**src/rtl/oam_dma_controller_if.sv**
```systemverilog
// Bus bundle for the OAM DMA engine: CPU snoop, mmu read port, OAM write port and DMA register.
// master = the DMA controller, slave = the surrounding top level / memory system.
interface oam_dma_controller_if;
  logic        iCpuWe;
  logic [15:0] iCpuAddr;
  logic [7:0]  iCpuData;
  logic [7:0]  iMemData;
  logic [15:0] oDmaAddr;
  logic        oDmaReadRequest;
  logic        oBusy;
  logic        oOamWe;
  logic [7:0]  oOamAddr;
  logic [7:0]  oOamData;
  logic [7:0]  oDmaReg;

  modport master (
    input  iCpuWe, iCpuAddr, iCpuData, iMemData,
    output oDmaAddr, oDmaReadRequest, oBusy, oOamWe, oOamAddr, oOamData, oDmaReg
  );

  modport slave (
    output iCpuWe, iCpuAddr, iCpuData, iMemData,
    input  oDmaAddr, oDmaReadRequest, oBusy, oOamWe, oOamAddr, oOamData, oDmaReg
  );
endinterface

```
**src/rtl/oam_dma_controller.sv**
```systemverilog
// OAM DMA engine: a CPU write to 0xFF46 copies 160 bytes from {page,00..9F} into OAM.
// Optional macro OAM_DMA_ECHO_FOLD_EN folds source pages E0-FF down onto C0-DF.
module oam_dma_controller #(
  parameter int OAM_BYTES     = 160,
  parameter int READ_LATENCY  = 1,
  parameter int STARTUP_DELAY = 2
) (
  input  logic                 iClock,
  input  logic                 iReset,
  oam_dma_controller_if.master bus
);

  typedef enum logic [1:0] {
    IDLE  = 2'd0,
    START = 2'd1,
    READ  = 2'd2,
    WRITE = 2'd3
  } state_t;

  localparam logic [7:0] LAST_IDX   = 8'(OAM_BYTES - 1);
  localparam logic [7:0] DELAY_LAST = 8'(STARTUP_DELAY - 1);
  localparam logic [7:0] LAT_LAST   = 8'(READ_LATENCY);

  state_t     state_q, state_d;
  logic [7:0] src_q, src_d;
  logic [7:0] idx_q, idx_d;
  logic [7:0] delay_q, delay_d;
  logic [7:0] lat_q, lat_d;
  logic [7:0] data_q, data_d;
  logic [7:0] dma_reg_q, dma_reg_d;
  logic       trig;
  logic [7:0] page;

  assign trig = bus.iCpuWe && (bus.iCpuAddr == 16'hFF46);

`ifdef OAM_DMA_ECHO_FOLD_EN
  assign page = (src_q >= 8'hE0) ? (src_q - 8'h20) : src_q;
`else
  assign page = src_q;
`endif

  always_ff @(posedge iClock) begin
    if (iReset) begin
      state_q   <= IDLE;
      src_q     <= 8'h00;
      idx_q     <= 8'h00;
      delay_q   <= 8'h00;
      lat_q     <= 8'h00;
      data_q    <= 8'h00;
      dma_reg_q <= 8'h00;
    end else begin
      state_q   <= state_d;
      src_q     <= src_d;
      idx_q     <= idx_d;
      delay_q   <= delay_d;
      lat_q     <= lat_d;
      data_q    <= data_d;
      dma_reg_q <= dma_reg_d;
    end
  end

  always_comb begin
    state_d   = state_q;
    src_d     = src_q;
    idx_d     = idx_q;
    delay_d   = delay_q;
    lat_d     = lat_q;
    data_d    = data_q;
    dma_reg_d = dma_reg_q;

    case (state_q)
      IDLE: ;
      START: begin
        if (delay_q == DELAY_LAST) begin
          state_d = READ;
          lat_d   = 8'h00;
        end else begin
          delay_d = delay_q + 8'h01;
        end
      end
      READ: begin
        if (lat_q == LAT_LAST) begin
          data_d  = bus.iMemData;
          state_d = WRITE;
        end else begin
          lat_d = lat_q + 8'h01;
        end
      end
      WRITE: begin
        if (idx_q == LAST_IDX) begin
          state_d = IDLE;
        end else begin
          idx_d   = idx_q + 8'h01;
          lat_d   = 8'h00;
          state_d = READ;
        end
      end
      default: state_d = IDLE;
    endcase

    // A page write always wins, even over the final WRITE, so the transfer restarts.
    if (trig) begin
      dma_reg_d = bus.iCpuData;
      src_d     = bus.iCpuData;
      idx_d     = 8'h00;
      delay_d   = 8'h00;
      state_d   = START;
    end
  end

  always_comb begin
    bus.oBusy           = (state_q != IDLE);
    bus.oDmaReadRequest = 1'b0;
    bus.oDmaAddr        = 16'h0000;
    bus.oOamWe          = 1'b0;
    bus.oOamAddr        = 8'h00;
    bus.oOamData        = 8'h00;
    bus.oDmaReg         = dma_reg_q;
    if (state_q == READ) begin
      bus.oDmaReadRequest = 1'b1;
      bus.oDmaAddr        = {page, idx_q};
    end
    if (state_q == WRITE) begin
      bus.oOamWe   = 1'b1;
      bus.oOamAddr = idx_q;
      bus.oOamData = data_q;
    end
  end

endmodule
```
**src/flat_wrapper.sv**
```systemverilog
// flat-port wrapper written by rule: the top's interface ports become plain ports
module oam_dma_controller_flat 
#(
  parameter int OAM_BYTES     = 160,
  parameter int READ_LATENCY  = 1,
  parameter int STARTUP_DELAY = 2
)
  (iClock, iReset, bus_iCpuWe, bus_iCpuAddr, bus_iCpuData, bus_iMemData, bus_oDmaAddr, bus_oDmaReadRequest, bus_oBusy, bus_oOamWe, bus_oOamAddr, bus_oOamData, bus_oDmaReg);
  oam_dma_controller_if bus_i ();
  input  logic iClock;
  input  logic iReset;
  input wire logic [$bits(bus_i.iCpuWe)-1:0] bus_iCpuWe;
  input wire logic [$bits(bus_i.iCpuAddr)-1:0] bus_iCpuAddr;
  input wire logic [$bits(bus_i.iCpuData)-1:0] bus_iCpuData;
  input wire logic [$bits(bus_i.iMemData)-1:0] bus_iMemData;
  output wire logic [$bits(bus_i.oDmaAddr)-1:0] bus_oDmaAddr;
  output wire logic [$bits(bus_i.oDmaReadRequest)-1:0] bus_oDmaReadRequest;
  output wire logic [$bits(bus_i.oBusy)-1:0] bus_oBusy;
  output wire logic [$bits(bus_i.oOamWe)-1:0] bus_oOamWe;
  output wire logic [$bits(bus_i.oOamAddr)-1:0] bus_oOamAddr;
  output wire logic [$bits(bus_i.oOamData)-1:0] bus_oOamData;
  output wire logic [$bits(bus_i.oDmaReg)-1:0] bus_oDmaReg;
  assign bus_i.iCpuWe = bus_iCpuWe;
  assign bus_i.iCpuAddr = bus_iCpuAddr;
  assign bus_i.iCpuData = bus_iCpuData;
  assign bus_i.iMemData = bus_iMemData;
  assign bus_oDmaAddr = bus_i.oDmaAddr;
  assign bus_oDmaReadRequest = bus_i.oDmaReadRequest;
  assign bus_oBusy = bus_i.oBusy;
  assign bus_oOamWe = bus_i.oOamWe;
  assign bus_oOamAddr = bus_i.oOamAddr;
  assign bus_oOamData = bus_i.oOamData;
  assign bus_oDmaReg = bus_i.oDmaReg;
  oam_dma_controller #(.OAM_BYTES(OAM_BYTES), .READ_LATENCY(READ_LATENCY), .STARTUP_DELAY(STARTUP_DELAY)) u_core (.iClock(iClock), .iReset(iReset), .bus(bus_i));
endmodule
```
**config.mk**
```make
export PLATFORM = sky130hd
export DESIGN_NAME = oam_dma_controller_flat
export DESIGN_NICKNAME = d
export VERILOG_FILES = /design/src/rtl/oam_dma_controller_if.sv /design/src/rtl/oam_dma_controller.sv /design/src/flat_wrapper.sv
export SDC_FILE = /design/constraint.sdc
export NUM_CORES = 1
export LEC_CHECK = 0
export ABC_CLOCK_PERIOD_IN_PS = 2480
export CAP_MARGIN = 20
export CORE_MARGIN = 2
export CORE_UTILIZATION = 48
export DETAILED_ROUTE_END_ITERATION = 10
export GPL_TIMING_DRIVEN = 0
export HOLD_SLACK_MARGIN = 0.1
export PLACE_DENSITY_LB_ADDON = 0.15
export RECOVER_POWER = 50
export SYNTH_ARGS = -nofsm -noshare
export SYNTH_HDL_FRONTEND = slang
export SYNTH_SLANG_ARGS = --single-unit
```
**constraint.sdc**
```tcl
create_clock -name iClock -period 2.48 [get_ports iClock]
set_clock_uncertainty 0.1 [all_clocks]
set_input_delay 0.496 -clock iClock [delete_from_list [all_inputs] [get_ports iClock]]
set_output_delay 0.496 -clock iClock [all_outputs]
set_load 0.1 [all_outputs]
```
### After elaboration in Yosys (flattened, before gate mapping)

Index checks and enable logic that the tools add are counted.

| storage, ports and cells | value |
|---|---|
| input bits | 35 |
| flip-flop bits (word level) | 42 |

| cells by class | value |
|---|---|
| multiplexer cells | 14 |
| $add $sub $neg | 3 |
| equality and inequality tests | 13 |
| reduce and logical (&&, ||, !) cells | 11 |
| bitwise operators | 2 |

Operator list:

| cell | number |
|---|---|
| two-way mux 8 bit | 5 |
| adder 8 x 1 -> 8 bit (second input constant) | 3 |
| one-hot mux 8 bit (3 select lines) | 1 |
| equality test 16 bit (second input constant) | 1 |
| equality test 8 x 1 -> 1 bit (second input constant) | 2 |
| two-way mux 16 bit | 1 |
| equality test 8 bit (second input constant) | 1 |
| two-way mux 2 bit | 3 |
| != test 3 x 1 -> 1 bit (second input constant) | 2 |
| one-hot mux 2 bit (3 select lines) | 1 |
| AND reduction 2 bit | 3 |
| AND reduction 3 bit | 2 |
| equality test 2 bit (second input constant) | 2 |
| != test 2 x 1 -> 1 bit (second input constant) | 2 |
| != test 2 bit (second input constant) | 2 |
| AND reduction 4 bit | 1 |
| nonzero test 4 bit | 1 |
| two-way mux 1 bit | 3 |
| nonzero test 3 bit | 1 |
| equality test 2 x 1 -> 1 bit (second input constant) | 1 |
| inverter 1 bit | 2 |
| nonzero test 2 bit | 1 |
| OR reduction 2 bit | 1 |
| logical AND 1 bit | 1 |

### Longest topological paths before layout

| depth | value |
|---|---|
| word-level depth | 4 |
| depth in mapped cells | 7 |
| gate-level depth less buffers | 6 |

### Worst setup path before layout

No wires, ideal clock.

| timing | value |
|---|---|
| kind | register to output |
| start point | register u_core.state_q[0] |
| end point | output port bus_oDmaAddr[10] |
| stages on the path, launching flop included | 5 |
| arrival time | 2.489 ns |
| slack | -0.605 ns |
| data required time | 1.884 ns |
| path through | dfxtp_1 -> nand2b_2 -> clkinv_1 -> clkbuf_1 -> and2_1 |

| between the ends | value |
|---|---|
| cells in the longest elaborated chain, start to end | 2 |

RTL lines:

| what | RTL line | RTL |
|---|---|---|
| start, declared | oam_dma_controller.sv:24 | `state_t state_q, state_d;` |
| start signal, assigned | oam_dma_controller.sv:52 | `state_q <= state_d;` |
| equality test 2 bit | oam_dma_controller.sv:119 | `if (state_q == READ) begin` |
| two-way mux 16 bit | oam_dma_controller.sv:119 |  |
| end, declared | flat_wrapper.sv:16 | `output wire logic [$bits(bus_i.oDmaAddr)-1:0] bus_oDmaAddr;` |

No other way between the ends.

==> results.txt <==
The proportion of register bits with asynchronous set or reset after synthesis was 0%; the mux cell area share after synthesis was 4.52%. The logs give 13 for the maximum number of pins on one net before global-route repair and 5170 µm² for the overall die area. The first global-routing pass estimated 9.45 mm of wire.

The path class of the tightest hold or removal check is reg -> reg. The tools report the cell count after synthesis as 252. The mean post-synth cell area was 8.79 µm². The chip width works out to 71.9 µm. In the final layout, the share of cells above drive strength 1 is 22.1%. The die span in y is 71.9 µm, and the number of antenna violations at the first check in global routing is 0. The H-tree was split into 2 levels. The total nets after synthesis was 292; the number of input and output port buffers inserted was 76. The type of the setup path with the least slack was reg -> out. Library cell occupying the most area in the post-synthesis netlist: dfxtp_1. The total wire length was 5.84 mm. The worst setup path is captured at an output port. The final critical path takes up 96.8% of the cycle. On the critical path the largest part of the delay comes from buffers and inverters.

The number of hold violations in the final report came out at 0. Summing the areas of all compound-gate instances in the mapped netlist gives 15.3% of the synthesized area. The transition time at the pin with the least slew margin was 1.00 ns; the fraction of synthesized cell area taken by the top area cell type was 38.0%. CTS placed an instance of clkbuf_8 at the clock tree root.

The congestion estimate from routability-driven global placement came to 0.823. Area fraction in and, or, nand and nor cells after synthesis: 31.6%. The effective utilization at floorplan was 50.2%. Data arrives at the worst endpoint at 1.81 ns.

No sink is reached through more buffers than the 2 on the longest clock path. The signed area change from the synthesized netlist to the final layout works out to 39.2%. The predominant post-synthesis flop cell was dfxtp_1. Across the VDD grid, the largest voltage drop is 0.000365 V. The total overflow left after global routing is 0. For the number of global-route vias before repair, the log shows 1,983. After filler insertion, the fill cell instance count of the layout stands at 376. Counting instances in the post-synthesis netlist gives the leading cell types as dfxtp_1 (42), nor2_1 (27), and3_1 (21). The detailed router finished its first iteration with 149 violations. The most common cell in the synthesized netlist is dfxtp_1. The top fanout value on the critical path is 3. For this design the static power due to leakage is 1.30 nW. Of the total synthesized cell area, the portion taken by XOR and XNOR cells is 3.95%. The core region is 4410 µm².

The ratio of total power to cell area was 408 nW/µm²; the post-layout utilization of the core was 69.8%. Counting I/O delays and the setup requirement, the final critical path takes 2.40 ns. The total buffers and inverters traversed by the critical path is 1.

The finished cells cover 3080 µm². Across the run, the number of max-cap violations was 0. The adder-cell share of the synthesized area is 2.82%. Main combinational cell family by area after synthesis: simple AND/OR/NAND/NOR gates.

Once placement finished, the instance area stood at 3050 µm². The clock reaches the later pin of the worst-skew pair after 0.30 ns. The run finished with clean final reports. The number of nets with antenna violations after detailed routing is 0. TritonCTS built the clock tree. The repair_antennas step left the layout with diodes totalling 0. For the worst setup path, the data required time is 1.88 ns. For this run, the post-layout net count is 378.

The setup-violating endpoint count in the final report is 0. Traced cell by cell, the critical path runs through clkdlybuf4s50_1. The routed layout has 2,204 vias. The count of different cell masters after synthesis was 47. The sequential element share of the synthesized area is 38.0%.

The Yosys step of the flow raised 0 warnings. The synthesized design contains 0 enable-type register cells. In this run, placement finished with an instance count of 380.

After layout, the design draws a total of 1.26 mW. For the peak clock frequency supported by timing, the log shows 0.416 GHz. The number of hold buffers added after cts was 0; the number of max-slew violations in the final report was 0.

The largest single stage delay on the critical path is 1.16 ns. The length of the first detailed-routing pass in iterations was 4. Using the TritonRoute via totals, the vias-per-cell ratio works out to 5.64. For this run, the number of standard cells in the final layout without fillers is 391. The logs give 32.9% for the worst slew slack as a fraction of its limit and 42 for the total clock sinks. The number of placed I/O pins is 78. Global routing consumed, over all layers together, 23.0% of the routing resources. Among all stages on the critical path, the largest delay is contributed by clkdlybuf4s50_1.

In this run the cell area of the synthesized design comes to 2210 µm². Sorting the synthesized cells by area gives the leading types as dfxtp_1 (38%), and3_1 (5.9%), nor2_1 (4.6%). TritonCTS created 5 clock buffers.

After detailed routing, the number of remaining DRC violations is 0. Detailed placement finished with a half-perimeter wire length of 4.10 mm. The nature of the critical path startpoint was a flop. The clock edge transition at the registers on the reported setup and hold paths is 0.08 ns. In this run the core area contains 24 standard-cell rows. After synthesis the netlist holds a flip-flop and latch count of 42. In the final routed layout, each cell accounts on average for 14.9 µm.
final timing paths:
path	startpoint	end	slack, ns	depth (start not counted)
min reg2reg	u_core.page[3]	u_core.page[3]	0.38	2
min	u_core.page[3]	u_core.page[3]	0.38	2
max	u_core.page[2]	bus_oDmaReg[2]	0.08	1
max reg2reg	u_core.idx_q[0]	u_core.lat_q[6]	0.22	5
layer usage:
metal | track usage [%] | share of wire [%]
met2 | 36.5 | 48
met1 | 30.5 | 45
met3 | 5.83 | 5.0
met4 | 8.60 | 1.9
met5 | 0 | 0
flip-flops by register name, summed over array words and instances, names as in the netlist:
register and cells:
u_core.delay_q 8, u_core.page 8, u_core.lat_q 8, u_core.data_q 8
u_core.idx_q 8, u_core.state_q 2
power by group:
group | leakage, nW | internal [mW] | switching, mW | total [mW]
Clock | 0.0575 | 0.281 | 0.230 | 0.511
Sequential | 0.338 | 0.674 | 0.00000141 | 0.674
Combinational | 0.907 | 0.0511 | 0.0227 | 0.0738
Total | 1.30 | 1.01 | 0.253 | 1.26
through the flow:
step	worst slack (ns)	hold slack, ns	TNS [ns]
floorplan	0.0382	0.355	0
global placement	-0.523	0.366	-9.80
detailed placement	-0.528	0.378	-9.94
CTS	0.00550	0.388	0
global route	-0.00376	0.414	-0.00640
finish	0.0783	0.383	0
area by class of cell:
cell class	count	area, µm²	share of cell area (%)
buffer	13	60.1	1.95
clock buffer	8	110	3.57
timing repair buffer	79	702	22.8
sequential	42	841	27.3
multi-input combinational	191	1280	41.5
tap	52	65.1	2.11
inverter	6	26.3	0.852
cells by family after synthesis:
group	after synthesis
AOI/OAI and AO/OA	47
and+or+nand+nor	119
DFF	42
muxes	10
xor gates and xnor gates	10
adders and majority gates	5
buffers and inverters	19
timing repair:
item                                    in CTS  in global routing
buffers inserted                             0                  3
pin swaps                                    0                  0
endpoints found under the setup margin      35                 29
gates resized for setup                    161                 25
cell usage in the layout (no fill, tap or decap), types with 4 or more instances in the layout:
cell and instances:
nand3_1 15, inv_1 5, clkbuf_4 18, nand2_1 10, a311oi_2 4, o21ai_0 11
mux2i_1 10, a21oi_1 17, and2_1 6, nand4_1 6, nor3_1 7, clkdlybuf4s50_1 40
clkbuf_8 8, buf_4 11, ha_1 5, buf_2 4, xor2_1 7, dfxtp_1 42
clkdlybuf4s15_2 5, and3_1 21, clkbuf_2 7, clkbuf_1 5, nor2_1 28, and2_2 9
Power figures use the tool's default switching activity.
